## config.mk

```make
export PLATFORM = sky130hd
export DESIGN_NAME = median_final_actor
export DESIGN_NICKNAME = d
export VERILOG_FILES = /design/src/rtl/median_final_actor.sv
export SDC_FILE = /design/constraint.sdc
export NUM_CORES = 1
export LEC_CHECK = 0
export ABC_CLOCK_PERIOD_IN_PS = 3900
export BUFFER_PORTS_ARGS = -buffer_cell sky130_fd_sc_hd__buf_2
export CAP_MARGIN = 20
export CORE_MARGIN = 1.5
export CORE_UTILIZATION = 36
export CTS_BUF_LIST = sky130_fd_sc_hd__clkbuf_8 sky130_fd_sc_hd__clkbuf_16
export DETAILED_ROUTE_END_ITERATION = 12
export PLACE_DENSITY = 0.53
export SLEW_MARGIN = 20
export SYNTH_ARGS = -nofsm -noshare
export SYNTH_HDL_FRONTEND = slang
export SYNTH_SLANG_ARGS = --single-unit
```

## constraint.sdc

```tcl
create_clock -name clock -period 3.9 [get_ports clock]
set_input_delay 0.585 -clock clock [delete_from_list [all_inputs] [get_ports clock]]
set_output_delay 0.585 -clock clock [all_outputs]
set_load 0.01 [all_outputs]
```

## src/rtl/median_final_actor.sv

```systemverilog
// Last stage of the median-filter actor chain: one pixel window in, one median/exact token out.
// Optional MEDIAN_FINAL_AVG_EN averages the selected value with the second-median token.
module median_final_actor #(
    parameter MEDIAN_POS    = 5'd8,
    parameter BUFF_SIZE     = 5'd16,
    parameter BUFF_SIZE_BIT = $clog2(BUFF_SIZE) + 1,
    parameter DEFAULT_PIVOT = 8'd127
) (
    input  logic                     clock,
    input  logic                     reset,
    input  logic [7:0]               in_px,
    output logic                     in_px_rd,
    input  logic                     in_px_empty,
    input  logic [7:0]               in_pivot,
    output logic                     in_pivot_rd,
    input  logic                     in_pivot_empty,
    input  logic [BUFF_SIZE_BIT-1:0] in_buff_size,
    output logic                     in_buff_size_rd,
    input  logic                     in_buff_size_empty,
    input  logic [BUFF_SIZE_BIT-1:0] in_median_pos,
    output logic                     in_median_pos_rd,
    input  logic                     in_median_pos_empty,
    input  logic [7:0]               in_second_median_value,
    output logic                     in_second_median_value_rd,
    input  logic                     in_second_median_value_empty,
    output logic [7:0]               out_median,
    output logic                     out_median_wr,
    input  logic                     out_median_full,
    output logic                     out_exact
);
    localparam int SB = BUFF_SIZE_BIT;
    localparam int CW = BUFF_SIZE_BIT + 1;

    typedef enum logic [1:0] {S_SAMPLE, S_FILL, S_DECIDE, S_EMIT} state_t;
    state_t r_state, w_state_next;

    logic [7:0]    r_pivot, r_max_lt, r_min_gt, r_out_median;
    logic [SB-1:0] r_buff_size, r_median_pos, r_cnt_lt, r_cnt_eq, r_pix_cnt;
    logic          r_pivot_ok, r_size_ok, r_pos_ok, r_second_ok, r_out_exact;

    logic w_pivot_take, w_size_take, w_pos_take, w_second_take, w_px_take;
    logic w_all_ok, w_last_px;
    logic [SB-1:0] w_size_val;

    assign w_pivot_take  = in_pivot_rd & ~in_pivot_empty;
    assign w_size_take   = in_buff_size_rd & ~in_buff_size_empty;
    assign w_pos_take    = in_median_pos_rd & ~in_median_pos_empty;
    assign w_second_take = in_second_median_value_rd & ~in_second_median_value_empty;
    assign w_px_take     = in_px_rd & ~in_px_empty;
    // A token taken this cycle counts as present, so SAMPLE leaves on the same edge.
    assign w_all_ok   = (r_pivot_ok | w_pivot_take) & (r_size_ok | w_size_take) &
                        (r_pos_ok | w_pos_take) & (r_second_ok | w_second_take);
    assign w_size_val = w_size_take ? in_buff_size : r_buff_size;
    assign w_last_px  = w_px_take & (r_pix_cnt == r_buff_size - SB'(1));

    always_ff @(posedge clock or negedge reset) begin
        if (!reset) r_state <= S_SAMPLE;
        else        r_state <= w_state_next;
    end

    always_comb begin
        w_state_next              = r_state;
        in_px_rd                  = 1'b0;
        in_pivot_rd               = 1'b0;
        in_buff_size_rd           = 1'b0;
        in_median_pos_rd          = 1'b0;
        in_second_median_value_rd = 1'b0;
        out_median_wr             = 1'b0;
        case (r_state)
            S_SAMPLE: begin
                in_pivot_rd               = reset & ~r_pivot_ok;
                in_buff_size_rd           = reset & ~r_size_ok;
                in_median_pos_rd          = reset & ~r_pos_ok;
                in_second_median_value_rd = reset & ~r_second_ok;
                if (w_all_ok) w_state_next = (w_size_val == '0) ? S_DECIDE : S_FILL;
            end
            S_FILL: begin
                in_px_rd = reset;
                if (w_last_px) w_state_next = S_DECIDE;
            end
            S_DECIDE: w_state_next = S_EMIT;
            S_EMIT: begin
                out_median_wr = reset & ~out_median_full;
                if (!out_median_full) w_state_next = S_SAMPLE;
            end
            default: w_state_next = S_SAMPLE;
        endcase
    end

    // One extra bit keeps L-1 and L+E clear of the median position range.
    logic [CW-1:0] w_m, w_l, w_e, w_n, w_le, w_l_m1;
    logic [7:0]    w_sel, w_result;
    logic          w_exact;

    assign w_m    = {1'b0, r_median_pos};
    assign w_l    = {1'b0, r_cnt_lt};
    assign w_e    = {1'b0, r_cnt_eq};
    assign w_n    = {1'b0, r_buff_size};
    assign w_le   = w_l + w_e;
    assign w_l_m1 = w_l - CW'(1);

    always_comb begin
        w_sel   = r_min_gt;
        w_exact = 1'b0;
        if (w_n == '0 || w_m >= w_n) begin
            w_sel = r_pivot;
        end else if (w_m >= w_l && w_m < w_le) begin
            w_sel   = r_pivot;
            w_exact = 1'b1;
        end else if (w_m == w_l_m1) begin
            w_sel   = r_max_lt;
            w_exact = 1'b1;
        end else if (w_m == w_le) begin
            w_exact = 1'b1;
        end else if (w_m < w_l) begin
            w_sel = r_max_lt;
        end
    end

`ifdef MEDIAN_FINAL_AVG_EN
    logic [7:0] r_second;
    logic [8:0] w_sum;
    assign w_sum    = {1'b0, w_sel} + {1'b0, r_second};
    assign w_result = w_sum[8:1];

    always_ff @(posedge clock or negedge reset) begin
        if (!reset)                               r_second <= DEFAULT_PIVOT;
        else if (r_state == S_SAMPLE && w_second_take) r_second <= in_second_median_value;
    end
`else
    // The second-median token is consumed for handshake symmetry only.
    logic w_unused_second;
    assign w_unused_second = ^in_second_median_value;
    assign w_result        = w_sel;
`endif

    always_ff @(posedge clock or negedge reset) begin
        if (!reset) begin
            r_pivot      <= DEFAULT_PIVOT;
            r_buff_size  <= SB'(BUFF_SIZE);
            r_median_pos <= SB'(MEDIAN_POS);
            r_pivot_ok   <= 1'b0;
            r_size_ok    <= 1'b0;
            r_pos_ok     <= 1'b0;
            r_second_ok  <= 1'b0;
            r_cnt_lt     <= '0;
            r_cnt_eq     <= '0;
            r_pix_cnt    <= '0;
            r_max_lt     <= 8'd0;
            r_min_gt     <= 8'd255;
            r_out_median <= 8'd0;
            r_out_exact  <= 1'b0;
        end else begin
            case (r_state)
                S_SAMPLE: begin
                    if (w_pivot_take)  begin r_pivot <= in_pivot;          r_pivot_ok  <= 1'b1; end
                    if (w_size_take)   begin r_buff_size <= in_buff_size;  r_size_ok   <= 1'b1; end
                    if (w_pos_take)    begin r_median_pos <= in_median_pos; r_pos_ok   <= 1'b1; end
                    if (w_second_take) r_second_ok <= 1'b1;
                    if (w_all_ok) begin
                        r_pivot_ok  <= 1'b0;
                        r_size_ok   <= 1'b0;
                        r_pos_ok    <= 1'b0;
                        r_second_ok <= 1'b0;
                        r_cnt_lt    <= '0;
                        r_cnt_eq    <= '0;
                        r_pix_cnt   <= '0;
                        r_max_lt    <= 8'd0;
                        r_min_gt    <= 8'd255;
                    end
                end
                S_FILL: if (w_px_take) begin
                    if (in_px < r_pivot) begin
                        r_cnt_lt <= r_cnt_lt + SB'(1);
                        if (in_px > r_max_lt) r_max_lt <= in_px;
                    end else if (in_px == r_pivot) begin
                        r_cnt_eq <= r_cnt_eq + SB'(1);
                    end else if (in_px < r_min_gt) begin
                        r_min_gt <= in_px;
                    end
                    r_pix_cnt <= r_pix_cnt + SB'(1);
                end
                S_DECIDE: begin
                    r_out_median <= w_result;
                    r_out_exact  <= w_exact;
                end
                default: ;
            endcase
        end
    end

    assign out_median = r_out_median;
    assign out_exact  = r_out_exact;
endmodule

```

* Word-level counts from Yosys, hierarchy flattened
Cells that the tools add are included.
** Storage, ports and cells
- Bits of input ports :: 42
- Flip-flop bits (word level) :: 64
- Word-level logic and storage cells :: 145
- Output and inout port bits :: 15
** Cells by class
- Eq/ne operators :: 17
- Multiplexer cells :: 50
- Magnitude comparators :: 7
- Bitwise gates (word level) :: 28
- $add $sub $neg :: 6
- Reductions and logical operators :: 22
** Operator list (count)
- 8-bit two-way mux :: 14
- 5-bit two-way mux :: 8
- 8-bit case mux with 2 select lines :: 2
- 5-bit case mux with 2 select lines :: 3
- 2-bit inequality test, second input constant :: 10
- 1-bit two-way mux :: 18
- 8-bit < comparator :: 2
- 5-bit by 1-bit adder with 5-bit output, second input constant :: 3
- 1-bit AND :: 14
- 5-bit by 6-bit == test with 1-bit output :: 2
- 2-bit AND reduction :: 6
- 5-bit >= comparator :: 2
- 1-bit inverter :: 10
- 5-bit AND reduction :: 2
- 2-bit nonzero test :: 5
- 8-bit == test :: 1
- 8-bit > comparator :: 1
- 2-bit two-way mux :: 4
- 2-bit case mux with 4 select lines :: 1
- 5-bit by 5-bit adder with 6-bit output :: 1
- 6-bit logical NOT :: 1
- 5-bit by 6-bit < comparator with 1-bit output :: 1
- 3-bit AND reduction :: 2
- 6-bit AND reduction :: 1
- 12 further kinds :: 16

* Depth between registers and ports, before layout
Gate-level depths: netlist (run 1).
- Word-level depth :: 10
- Mapped depth :: 13
- Gate-level depth less buffers :: 12

* Worst setup path after synthesis (run 1)
No wires, ideal clock.
- Path kind :: reg-to-reg
- Start :: reg r_cnt_lt[0]
- End :: reg r_out_median[0], in the netlist out_median[0]
- Setup slack :: 0.621 ns
- Library setup time :: 0.143 ns
- Buffers on the path :: 1
- Required time :: 3.757 ns
- Cell stages (with the launch flop) :: 14
- Clock period less this slack :: 3.279 ns
- Data arrival time :: 3.135 ns
- Path through :: dfrtp_1 -> ha_1 -> fa_1 -> a21o_1 -> a21oi_1 -> xor2_1 -> ha_1 -> and3_1 -> a211oi_1 -> a211oi_1 -> o21ai_1 -> or2_2 -> clkbuf_1 -> o221ai_1
** Between the ends
- Word-level cells in the longest chain between the ends :: 6
- Elaborated cells between the ends (all ways) :: 13
- Classes of those cells :: add/sub (2); order compare (3); eq/ne (2); mux (5); reduce/logical (1)
** RTL lines
- start, declared :: line 38 : logic [SB-1:0] r_buff_size, r_median_pos, r_cnt_lt, r_cnt_eq, r_pix_cnt;
- start signal, assigned :: line 174 : r_cnt_lt <= r_cnt_lt + SB'(1);
- branches (longest 4 deep; another with 5-bit by 5-bit adder with 6-bit output)
- 8-bit two-way mux * :: line 107 : end else if (w_m >= w_l && w_m < w_le) begin
- 8-bit two-way mux * :: line 105 : if (w_n == '0 || w_m >= w_n) begin
- end signal, assigned :: line 184 : r_out_median <= w_result;
- end, declared :: line 37 : logic [7:0] r_pivot, r_max_lt, r_min_gt, r_out_median;
Every way passes the cells marked *.
A chain may end at the register's enable or synchronous reset.

* Worst setup path after layout (run 1)
Same ends and word-level chain as after synthesis.

==> out/metrics.csv, run 1 <==
stage;metric;value;unit
logic_synthesis;synthesis.nets;560;
run_status;run_status;finished, final reports clean;
global_route;vias_in_the_first_global_route;3527;
critical_path;setup.worst_path.end_class;flip-flop;
logic_synthesis;synth_seq_area_share;0.364;
clock_tree;cts_inserted_buffers;9;
critical_path;timing.setup.critical_path_class;reg2reg;
logic_synthesis;synth_area_leaders;sky130_fd_sc_hd__dfrtp_1 (26%), sky130_fd_sc_hd__ha_1 (15%), sky130_fd_sc_hd__dfstp_2 (10%), sky130_fd_sc_hd__inv_1 (4.8%), sky130_fd_sc_hd__mux2i_1 (4.0%);
logic_synthesis;number_of_enable_type_register_cells_in_the_synthesized_netlist;0;
clock_tree;post-cts-setup-buffer-count;0;
timing;drv_slew;0;
die;rows;40;
routing;drt_wl_total;10.4;mm
clock_tree;cts_tree;done;
place;portBuffers;48;
global_route;grt_pass1_wl;17.8;mm
die;die_height;114;µm
cells_and_area;num-nets-final;613;
place;dp_hpwl;8.10;mm
timing;crit_share_post_route;0.910;
logic_synthesis;synth_commonest_cells;sky130_fd_sc_hd__inv_1 (57), sky130_fd_sc_hd__ha_1 (52), sky130_fd_sc_hd__dfrtp_1 (47);
logic_synthesis;ys_seq_elements;64;
routing;vias;3529;
die;floorplan.core_area;12100;µm²
critical_path;worst_ep_arrival_time;3.73;ns
logic_synthesis;netlist.top_cell.by_area;sky130_fd_sc_hd__dfrtp_1;
logic_synthesis;synth.yosys.warnings;0;
cells_and_area;antenna_cells_inserted;0;
global_route;grt.overflow.total;0;
logic_synthesis;yosysUniqueCellTypes;66;
power_and_ir_drop;p_per_area;809;nW/µm²
routing;viasPerCell;5.11;
critical_path;required_worst_endpoint;4.08;ns
routing;drc;0;
logic_synthesis;most_common_cell_in_the_netlist;sky130_fd_sc_hd__inv_1;
timing;max_slew.worst_pin.slew;0.681;ns
timing;post-route-min-period;3.55;ns
cells_and_area;post_route_cells_drive_above_1_share;0.213;
clock_tree;postCtsHoldBufs;0;
flow_run;max_cap_violations;0;
logic_synthesis;synth_top_flop_cell;sky130_fd_sc_hd__dfrtp_1;
global_route;initial_antenna_violation_count;0;
clock_tree;worstSkewPairLatency;0.33;ns
power_and_ir_drop;power.static_leakage;0.00254;µW
cells_and_area;area_growth_syn_to_layout;16.5;%
clock_tree;root_buffer;sky130_fd_sc_hd__clkbuf_16;
logic_synthesis;synth_largest_type_area_fraction;0.264;
routing;drtIter0Drc;163;
timing;maxSlewHeadroom;0.546;
routing;postRouteAntennaNets;0;
logic_synthesis;asyncSetResetFlopFracSynth;1.00;
clock_tree;ctsLongestPathBuffers;2;
cells_and_area;post-route-util;0.430;
hold_path;holdCritPathClass;in2async;
critical_path;critPathMaxFanout;8;
timing;setup-tns-final;0;ns
global_route;maximum_number_of_pins_on_one_net_before_global_route_repair;50;
critical_path;crit_path_start_kind;flip-flop;
global_route;global_route.usage.total;0.175;
timing;rsz0062_at_grt;no;
logic_synthesis;synth_area_per_cell;9.58;µm²
timing;timing.final.setup_violations;0;
clock_tree;clkTransAtPathRegs;0.05;ns
die;die_area;13100;µm²
power_and_ir_drop;max-vdd-ir-drop;315;µV
die;fp.dieW;114;µm
routing;route.detailed.wl_per_inst;15.1;µm
timing;finalHoldViolations;0;
logic_synthesis;netlist_area_before_placement;4460;µm²
place;place_congestion;0.844;
timing;achievable-frequency;0.282;GHz
clock_tree;cts.htree.levels;3;
routing;drtPass1Iterations;5;
die;initial_utilization;0.369;
logic_synthesis;postSynthCellCount;465;
clock_tree;cts.sink_count;64;
timing;finalClockSkew;0.00493;ns
die;top_level_ports;57;
## what timing repair did
action                                 CTS  global route
gates resized for setup                  0             1
endpoints found under the hold margin    0             0
setup endpoints to repair                0             8
## area by class of cell
type	count	area, µm²
multi-input combinational	331	2560
sequential	64	1620
timing repair buffer	54	285
inverter	58	218
clock inverter	5	50.0
fill	1200	6870
clock buffer	10	239
tap	168	210
## sequential cells by signal, indices dropped and copies added (netlist names)
signal / cells
r_max_lt: 8
r_min_gt: 8
r_state: 2
r_cnt_lt: 5
r_pix_cnt: 5
r_pivot: 8
r_pos_ok: 1
r_buff_size: 5
out_exact: 1
r_second_ok: 1
r_median_pos: 5
r_cnt_eq: 5
r_pivot_ok: 1
r_size_ok: 1
out_median: 8
## cell usage in the layout (no fill, tap or decap), types with 5 or more instances in the layout
| cell type | netlist | final |
|---|---|---|
| sky130_fd_sc_hd__a211oi_1 | 6 | 6 |
| sky130_fd_sc_hd__a21o_1 | 9 | 9 |
| sky130_fd_sc_hd__a21oi_1 | 13 | 13 |
| sky130_fd_sc_hd__buf_2 | 4 | 48 |
| sky130_fd_sc_hd__buf_4 | 1 | 6 |
| sky130_fd_sc_hd__clkbuf_16 | 0 | 9 |
| sky130_fd_sc_hd__dfrtp_1 | 47 | 47 |
| sky130_fd_sc_hd__dfstp_2 | 17 | 17 |
| sky130_fd_sc_hd__ha_1 | 52 | 52 |
| sky130_fd_sc_hd__inv_1 | 57 | 59 |
| sky130_fd_sc_hd__mux2_2 | 12 | 12 |
| sky130_fd_sc_hd__mux2i_1 | 18 | 18 |
| sky130_fd_sc_hd__nand2_1 | 27 | 27 |
| sky130_fd_sc_hd__nand3_1 | 19 | 19 |
| sky130_fd_sc_hd__nor2_1 | 30 | 30 |
| sky130_fd_sc_hd__nor2b_1 | 10 | 10 |
| sky130_fd_sc_hd__o21a_1 | 5 | 5 |
| sky130_fd_sc_hd__o21ai_0 | 27 | 27 |
| sky130_fd_sc_hd__o221ai_1 | 8 | 8 |
| sky130_fd_sc_hd__o32ai_1 | 8 | 8 |
| sky130_fd_sc_hd__xnor2_1 | 5 | 5 |
| sky130_fd_sc_hd__xor2_1 | 7 | 7 |
## worst max-delay path: stages, from the launching register on
cell	delay [ns]
sky130_fd_sc_hd__dfrtp_1	0.45
sky130_fd_sc_hd__ha_1	0.26
sky130_fd_sc_hd__fa_1	0.41
sky130_fd_sc_hd__a21o_1	0.18
sky130_fd_sc_hd__a21oi_1	0.16
sky130_fd_sc_hd__xor2_1	0.09
sky130_fd_sc_hd__ha_1	0.31
sky130_fd_sc_hd__and3_1	0.19
sky130_fd_sc_hd__nand3_1	0.08
sky130_fd_sc_hd__nor3_1	0.23
sky130_fd_sc_hd__o31a_1	0.57
sky130_fd_sc_hd__mux2i_1	0.33
sky130_fd_sc_hd__o221ai_1	0.13
## metrics by stage
stage	setup slack [ns]	cells	power, µW	area [µm²]	hold WS (ns)
floorplan	0.621	465	2820	4460	0.289
CTS	0.171	690	4240	5190	0.258
global placement	0.234	675	3360	4900	0.499
global route	0.0385	690	4580	5190	0.280
detailed placement	0.200	675	3430	4900	0.506
finish	0.349	690	4200	5190	0.255
## where the power goes
| group | internal (µW) | switching (µW) |
|---|---|---|
| Combinational | 943 | 1210 |
| Clock | 502 | 277 |
| Sequential | 999 | 271 |
| Total | 2440 | 1760 |
## layer usage
layer  share of wire  vias to the layer above  GRT usage
met3           0.028                        9     0.0334
met4           0.011                        0     0.0475
met2            0.50                       50      0.307
met1            0.46                     1693      0.221
met5               0                        -          0
li1                -                     1777          -
## final timing paths
path	start	endpoint	slack [ns]	depth (start not counted)
min reg2reg	out_exact$_DFFE_PN0P_	out_exact$_DFFE_PN0P_	0.51	1
max in group asynchronous	reset	r_cnt_eq[3]$_DFFE_PN0P_	3.06	2
min	reset	r_size_ok$_DFFE_PN0P_	0.26	2
max reg2reg	r_cnt_lt[0]$_DFFE_PN0P_	out_median[0]$_DFFE_PN0P_	0.35	12
max	r_cnt_lt[0]$_DFFE_PN0P_	out_median[0]$_DFFE_PN0P_	0.35	12
min in group clock	in_median_pos[0]	r_median_pos[0]$_DFFE_PN0P_	0.47	3
## cells by family after synthesis
logic type,synth area share
adders and majority gates,0.151
AOI/OAI and AO/OA,0.179
and+or+nand+nor,0.146
buffers and inverters,0.0609
muxes,0.0708
DFF,0.364
xor gates and xnor gates,0.0289
No activity file was read; power rests on OpenSTA's default activity.
==> run 2, diff against run 1 <==
--- a/config.mk
+++ b/config.mk
@@ -9,4 +9,5 @@
 export BUFFER_PORTS_ARGS = -buffer_cell sky130_fd_sc_hd__buf_2
 export CAP_MARGIN = 20
+export CORE_ASPECT_RATIO = 0.5
 export CORE_MARGIN = 1.5
 export CORE_UTILIZATION = 36
==> constraint.sdc (replaced) <==
create_clock -name clock -period 3.9 [get_ports clock]
set_input_delay 0.195 -clock clock [delete_from_list [all_inputs] [get_ports clock]]
set_output_delay 0.195 -clock clock [all_outputs]
set_load 0.01 [all_outputs]
==> out/metrics.csv, run 2 (same netlist as run 1, synthesis figures left out) <==
stage;metric;value;unit
place;pre_cts_slack;0.450;ns
critical_path;critPathLaunch;r_cnt_lt[0]$_DFFE_PN0P_;
clock_tree;cts_inserted_buffers;9;
die;floorplan.core_area;11900;µm²
critical_path;critical_path.reg2reg.endpoint;out_median[1]$_DFFE_PN0P_;
timing;setup_slack;0.481;ns
timing;setup-tns-final;0;ns
place;place_congestion;0.787;
power_and_ir_drop;power.static_leakage;0.00253;µW
place;dp_hpwl;7.97;mm
critical_path;timing.setup.critical_path_class;reg2reg;
clock_tree;cts_tree;done;
timing;rsz0062_at_grt;no;
timing;finalHoldViolations;0;
routing;drt_wl_total;10.3;mm
timing;maxSlewHeadroom;0.417;
global_route;grt.overflow.total;0;
flow_run;max_cap_violations;0;
routing;viasPerCell;5.06;
critical_path;timing.reg2reg.worst_path_depth;12;
critical_path;setup.worst_path.end_class;flip-flop;
timing;crit_share_post_route;0.877;
die;die_area;13100;µm²
global_route;initial_antenna_violation_count;0;
run_status;run_status;finished, final reports clean;
die;die_height;81.7;µm
critical_path;reg_to_reg_start;r_cnt_lt[0]$_DFFE_PN0P_;
power_and_ir_drop;max-vdd-ir-drop;284;µV
clock_tree;ctsLongestPathBuffers;2;
die;initial_utilization;0.373;
critical_path;worst-r2r-setup-slack;0.48;ns
timing;finalClockSkew;0.00514;ns
global_route;grt_pass1_wl;17.3;mm
routing;route.detailed.wl_per_inst;15.0;µm
timing;post-route-min-period;3.42;ns
clock_tree;root_buffer;sky130_fd_sc_hd__clkbuf_16;
hold_path;hp-start;in_pivot[6];
hold_path;holdCritPathClass;in2reg;
clock_tree;post-cts-setup-buffer-count;0;
hold_path;whs_path_depth;3;
timing;max_slew.worst_pin.slew;0.867;ns
critical_path;required_worst_endpoint;4.09;ns
critical_path;worst_ep_arrival_time;3.60;ns
global_route;maximum_number_of_pins_on_one_net_before_global_route_repair;48;
clock_tree;post_cts_resize_count;0;
routing;postRouteAntennaNets;0;
clock_tree;clkTransAtPathRegs;0.06;ns
die;fp.dieW;160;µm
cells_and_area;layout_common_cells;sky130_fd_sc_hd__inv_1 (57), sky130_fd_sc_hd__ha_1 (52), sky130_fd_sc_hd__buf_2 (48);
die;rows;28;
clock_tree;cts.htree.levels;3;
global_route;global_route.usage.total;0.171;
timing;drv_slew;0;
critical_path;critPathMaxFanout;8;
global_route;vias_in_the_first_global_route;3383;
timing;achievable-frequency;0.293;GHz
power_and_ir_drop;p_per_area;809;nW/µm²
clock_tree;worstSkewPairLatency;0.34;ns
routing;vias;3481;
hold_path;timing.hold.worst_endpoint;r_pivot[6]$_DFFE_PN1P_;
place;portBuffers;48;
clock_tree;cts.sink_count;64;
routing;drtIter0Drc;166;
die;top_level_ports;57;
cells_and_area;area_growth_syn_to_layout;16.5;%
cells_and_area;layout_commonest_cell;sky130_fd_sc_hd__inv_1;
routing;drtPass1Iterations;4;
cells_and_area;post_route_cells_drive_above_1_share;0.214;
cells_and_area;num-nets-final;613;
cells_and_area;antenna_cells_inserted;0;
critical_path;crit_path_start_kind;flip-flop;
timing;timing.final.setup_violations;0;
routing;drc;0;
## run 2: changes by cell type in the layout (fill, tap and decap cells not counted)
cell                            delta
sky130_fd_sc_hd__buf_4             -1
sky130_fd_sc_hd__clkbuf_8          -1
sky130_fd_sc_hd__inv_6             +1
sky130_fd_sc_hd__o21ai_2           -1
sky130_fd_sc_hd__o21ai_1           +1
sky130_fd_sc_hd__inv_1             -2
sky130_fd_sc_hd__clkinvlp_4        +2
sky130_fd_sc_hd__dlygate4sd3_1     +1
sky130_fd_sc_hd__clkinv_2          +1
## run 2: layout make-up
type | instances | area [µm²]
clock buffers | 9 | 225
clock inverters | 7 | 71.3
fillers | 1200 | 6750
inverters | 58 | 218
multi-input cells | 331 | 2560
flip-flops and latches | 64 | 1620
well taps | 165 | 206
repair buffers | 54 | 288
## run 2: timing repair
item	CTS	global route
endpoints found under the setup margin	0	0
hold buffers	1	0
hold endpoints to repair	16	0
## run 2: power breakdown
group	internal [µW]	total [µW]	switching [µW]	leakage [µW]
Combinational	951	2130	1180	0.00161
Sequential	998	1260	263	0.000781
Clock	494	805	311	0.000138
## run 2: worst max-delay path, stage by stage (launching register included)
cell and delay (ns):
sky130_fd_sc_hd__dfrtp_1 0.46, sky130_fd_sc_hd__ha_1 0.26, sky130_fd_sc_hd__fa_1 0.41, sky130_fd_sc_hd__a21o_1 0.18
sky130_fd_sc_hd__a21oi_1 0.17, sky130_fd_sc_hd__xor2_1 0.09, sky130_fd_sc_hd__ha_1 0.30, sky130_fd_sc_hd__and3_1 0.18
sky130_fd_sc_hd__nand3_1 0.08, sky130_fd_sc_hd__nor3_1 0.22, sky130_fd_sc_hd__o31a_1 0.51, sky130_fd_sc_hd__mux2i_1 0.28
sky130_fd_sc_hd__o221ai_1 0.12
## run 2: per-layer routing
metal | vias up | share of wire | GRT usage
met1 | 1645 | 0.54 | 0.236
met3 | 9 | 0.031 | 0.0364
li1 | 1779 | - | -
met2 | 48 | 0.42 | 0.272
met4 | 0 | 0.0079 | 0.0477
met5 | - | 0 | 0
## run 2: worst max path at each step
stage                                           end  slack, ns  cells past startpoint
after floorplan           out_median[0]$_DFFE_PN0P_       0.62                     13
after global placement    out_median[2]$_DFFE_PN0P_       0.46                     12
after detailed placement  out_median[7]$_DFFE_PN0P_       0.45                     12
after CTS                 out_median[7]$_DFFE_PN0P_       0.44                     12
after global routing      out_median[3]$_DFFE_PN0P_       0.19                     12
final                     out_median[1]$_DFFE_PN0P_       0.48                     12
## run 2: through the flow
step	std cells	util	total power [µW]	area (µm²)	hold slack [ns]
6_report	688	0.435	4200	5190	0.0632
2_1_floorplan	465	-	2820	4460	-0.101
5_1_grt	688	0.435	4590	5190	0.0734
3_3_place_gp	671	0.409	3380	4890	0.200
3_5_place_dp	671	0.409	3420	4890	0.204
4_1_cts	688	0.435	4240	5190	0.0566
==> run 3, diff against run 2 <==
Settings changed: BUFFER_PORTS_ARGS -buffer_cell sky130_fd_sc_hd__buf_2 to -buffer_cell sky130_fd_sc_hd__buf_4, CELL_PAD_IN_SITES_DETAIL_PLACEMENT set to 1, CELL_PAD_IN_SITES_GLOBAL_PLACEMENT set to 1, PLACE_DENSITY 0.53 to 0.65, REMOVE_ABC_BUFFERS set to 1.
==> out/metrics.csv, run 3 (same netlist as run 1, synthesis figures left out) <==
stage;metric;value;unit
global_route;grt_pass1_wl;20.0;mm
power_and_ir_drop;p_comb_frac;0.508;
routing;vias;3628;
cells_and_area;final_instance_area;5370;µm²
timing;crit_share_post_route;0.876;
critical_path;critical-path-top-delay-family;compound AO/OA/AOI/OAI gates;
critical_path;crit_path_frequent_cell;sky130_fd_sc_hd__ha_1;
clock_tree;root_buffer;sky130_fd_sc_hd__clkbuf_16;
cells_and_area;layout_commonest_cell;sky130_fd_sc_hd__inv_1;
hold_path;holdCritPathClass;in2reg;
power_and_ir_drop;switching_share;0.417;
critical_path;crit_path_start_kind;flip-flop;
critical_path;worst_ep_arrival_time;3.66;ns
critical_path;critPathMaxFanout;8;
place;placedInstanceArea;5030;µm²
run_status;run_status;finished, final reports clean;
cells_and_area;num-nets-final;616;
timing;max_slew.worst_pin.slew;0.646;ns
die;die_height;81.7;µm
die;fp.dieW;160;µm
timing;finalHoldViolations;0;
clock_tree;cts_tree;done;
die;die_area;13100;µm²
clock_tree;clkTransAtPathRegs;0.07;ns
routing;drt_wl_total;11.5;mm
power_and_ir_drop;seq_power_share;0.288;
critical_path;setup.worst_path.end_class;flip-flop;
critical_path;timing.setup.critical_path_class;reg2reg;
place;portBuffers;48;
timing;setup-tns-final;0;ns
power_and_ir_drop;p_per_area;826;nW/µm²
place;place_congestion;0.792;
global_route;vias_in_the_first_global_route;3876;
routing;drtPass1Iterations;4;
cells_and_area;antenna_cells_inserted;0;
clock_tree;cts.htree.levels;3;
critical_path;crit_buf_inv;0;
power_and_ir_drop;max-vdd-ir-drop;255;µV
clock_tree;cts.sink_count;64;
place;dp_hpwl;9.05;mm
power_and_ir_drop;internal_power;2580;µW
timing;finalClockSkew;0.0112;ns
routing;postRouteAntennaNets;0;
clock_tree;cts_inserted_buffers;9;
timing;rsz0062_at_grt;no;
power_and_ir_drop;power.net_switching;1850;µW
critical_path;required_worst_endpoint;4.15;ns
timing;timing.final.setup_violations;0;
power_and_ir_drop;share_clk_of_total_power;0.204;
cells_and_area;post_route_cells_drive_above_1_share;0.219;
routing;drc;0;
clock_tree;post-cts-setup-buffer-count;0;
die;top_level_ports;57;
global_route;initial_antenna_violation_count;0;
routing;route.detailed.wl_per_inst;16.7;µm
routing;viasPerCell;5.25;
cells_and_area;layout_common_cells;sky130_fd_sc_hd__inv_1 (57), sky130_fd_sc_hd__buf_4 (56), sky130_fd_sc_hd__ha_1 (52);
critical_path;worstPathCellList;ha_1, fa_1, a21o_1, a21oi_1, xor2_1, ha_1, and3_1, o21ai_0, a211oi_1, o21ai_1, or2_2, o221ai_1;
clock_tree;postCtsHoldBufs;1;
timing;post-route-min-period;3.42;ns
global_route;grt.overflow.total;0;
routing;drtIter0Drc;119;
clock_tree;post_cts_resize_count;0;
global_route;maximum_number_of_pins_on_one_net_before_global_route_repair;49;
die;initial_utilization;0.373;
clock_tree;ctsLongestPathBuffers;2;
critical_path;cpPeakStageDelay;0.46;ns
cells_and_area;area_growth_syn_to_layout;20.4;%
flow_run;max_cap_violations;0;
die;floorplan.core_area;11900;µm²
power_and_ir_drop;power.static_leakage;0.00260;µW
global_route;global_route.usage.total;0.196;
timing;drv_slew;0;
critical_path;cp_max_stage_cell;sky130_fd_sc_hd__dfrtp_1;
timing;maxSlewHeadroom;0.567;
clock_tree;worstSkewPairLatency;0.34;ns
die;rows;28;
timing;achievable-frequency;0.293;GHz
==> run 3: cell count changes in the layout (fill, tap and decap cells not counted), sizes merged <==
cell / previous run / this run
buf: 53 / 56
bufinv: 1 / 2
clkinv: 3 / 2
clkinvlp: 3 / 1
inv: 58 / 60
==> run 3: path summary, 6_finish.rpt <==
path	from	end	slack (ns)	depth (start not counted)
max reg2reg	r_cnt_lt[0]$_DFFE_PN0P_	out_median[7]$_DFFE_PN0P_	0.48	12
max	r_cnt_lt[0]$_DFFE_PN0P_	out_median[7]$_DFFE_PN0P_	0.48	12
min	in_pivot[2]	r_pivot[2]$_DFFE_PN1P_	0.06	3
min reg2reg	out_exact$_DFFE_PN0P_	out_exact$_DFFE_PN0P_	0.52	1
min in group asynchronous	reset	r_second_ok$_DFFE_PN0P_	0.30	2
max in group asynchronous	reset	r_cnt_eq[0]$_DFFE_PN0P_	2.68	3
==> run 3: power by group through the flow <==
stage	Clock [µW]	Combinational (µW)	Sequential, µW
2_1_floorplan	0	1580	1210
3_3_place_gp	0	2190	1300
3_5_place_dp	0	2260	1300
4_1_cts	919	2280	1290
5_1_grt	948	2550	1330
6_report	904	2250	1280
==> run 3: cell type report <==
type | count | area, µm²
Fill cell | 1389 | 6580
Clock inverter | 7 | 103
Sequential cell | 64 | 1620
Inverter | 58 | 218
Timing Repair Buffer | 57 | 430
Multi-Input combinational cell | 331 | 2560
Tap cell | 165 | 206
Clock buffer | 9 | 225
==> run 3: per-stage QoR <==
stage | utilization | hold slack, ns | cells | setup slack (ns) | power [µW]
2_1_floorplan | - | -0.101 | 453 | 0.786 | 2790
3_3_place_gp | 0.421 | 0.110 | 674 | 0.530 | 3480
3_5_place_dp | 0.421 | 0.111 | 674 | 0.444 | 3560
4_1_cts | 0.449 | 0.0558 | 691 | 0.439 | 4490
5_1_grt | 0.449 | 0.0706 | 691 | 0.248 | 4840
6_report | 0.449 | 0.0617 | 691 | 0.484 | 4430
==> run 3: metal layers <==
metal	wire length (µm)	up-vias	GRT usage
li1	-	1779	-
met1	5820	1806	0.259
met2	5330	35	0.333
met3	316	8	0.0414
met4	78	0	0.0430
met5	0	-	0
==> run 3: tightest hold or removal path, cell delays in order <==
cell	delay, ns
sky130_fd_sc_hd__buf_4	0.07
sky130_fd_sc_hd__nand2_1	0.04
sky130_fd_sc_hd__o21ai_0	0.06
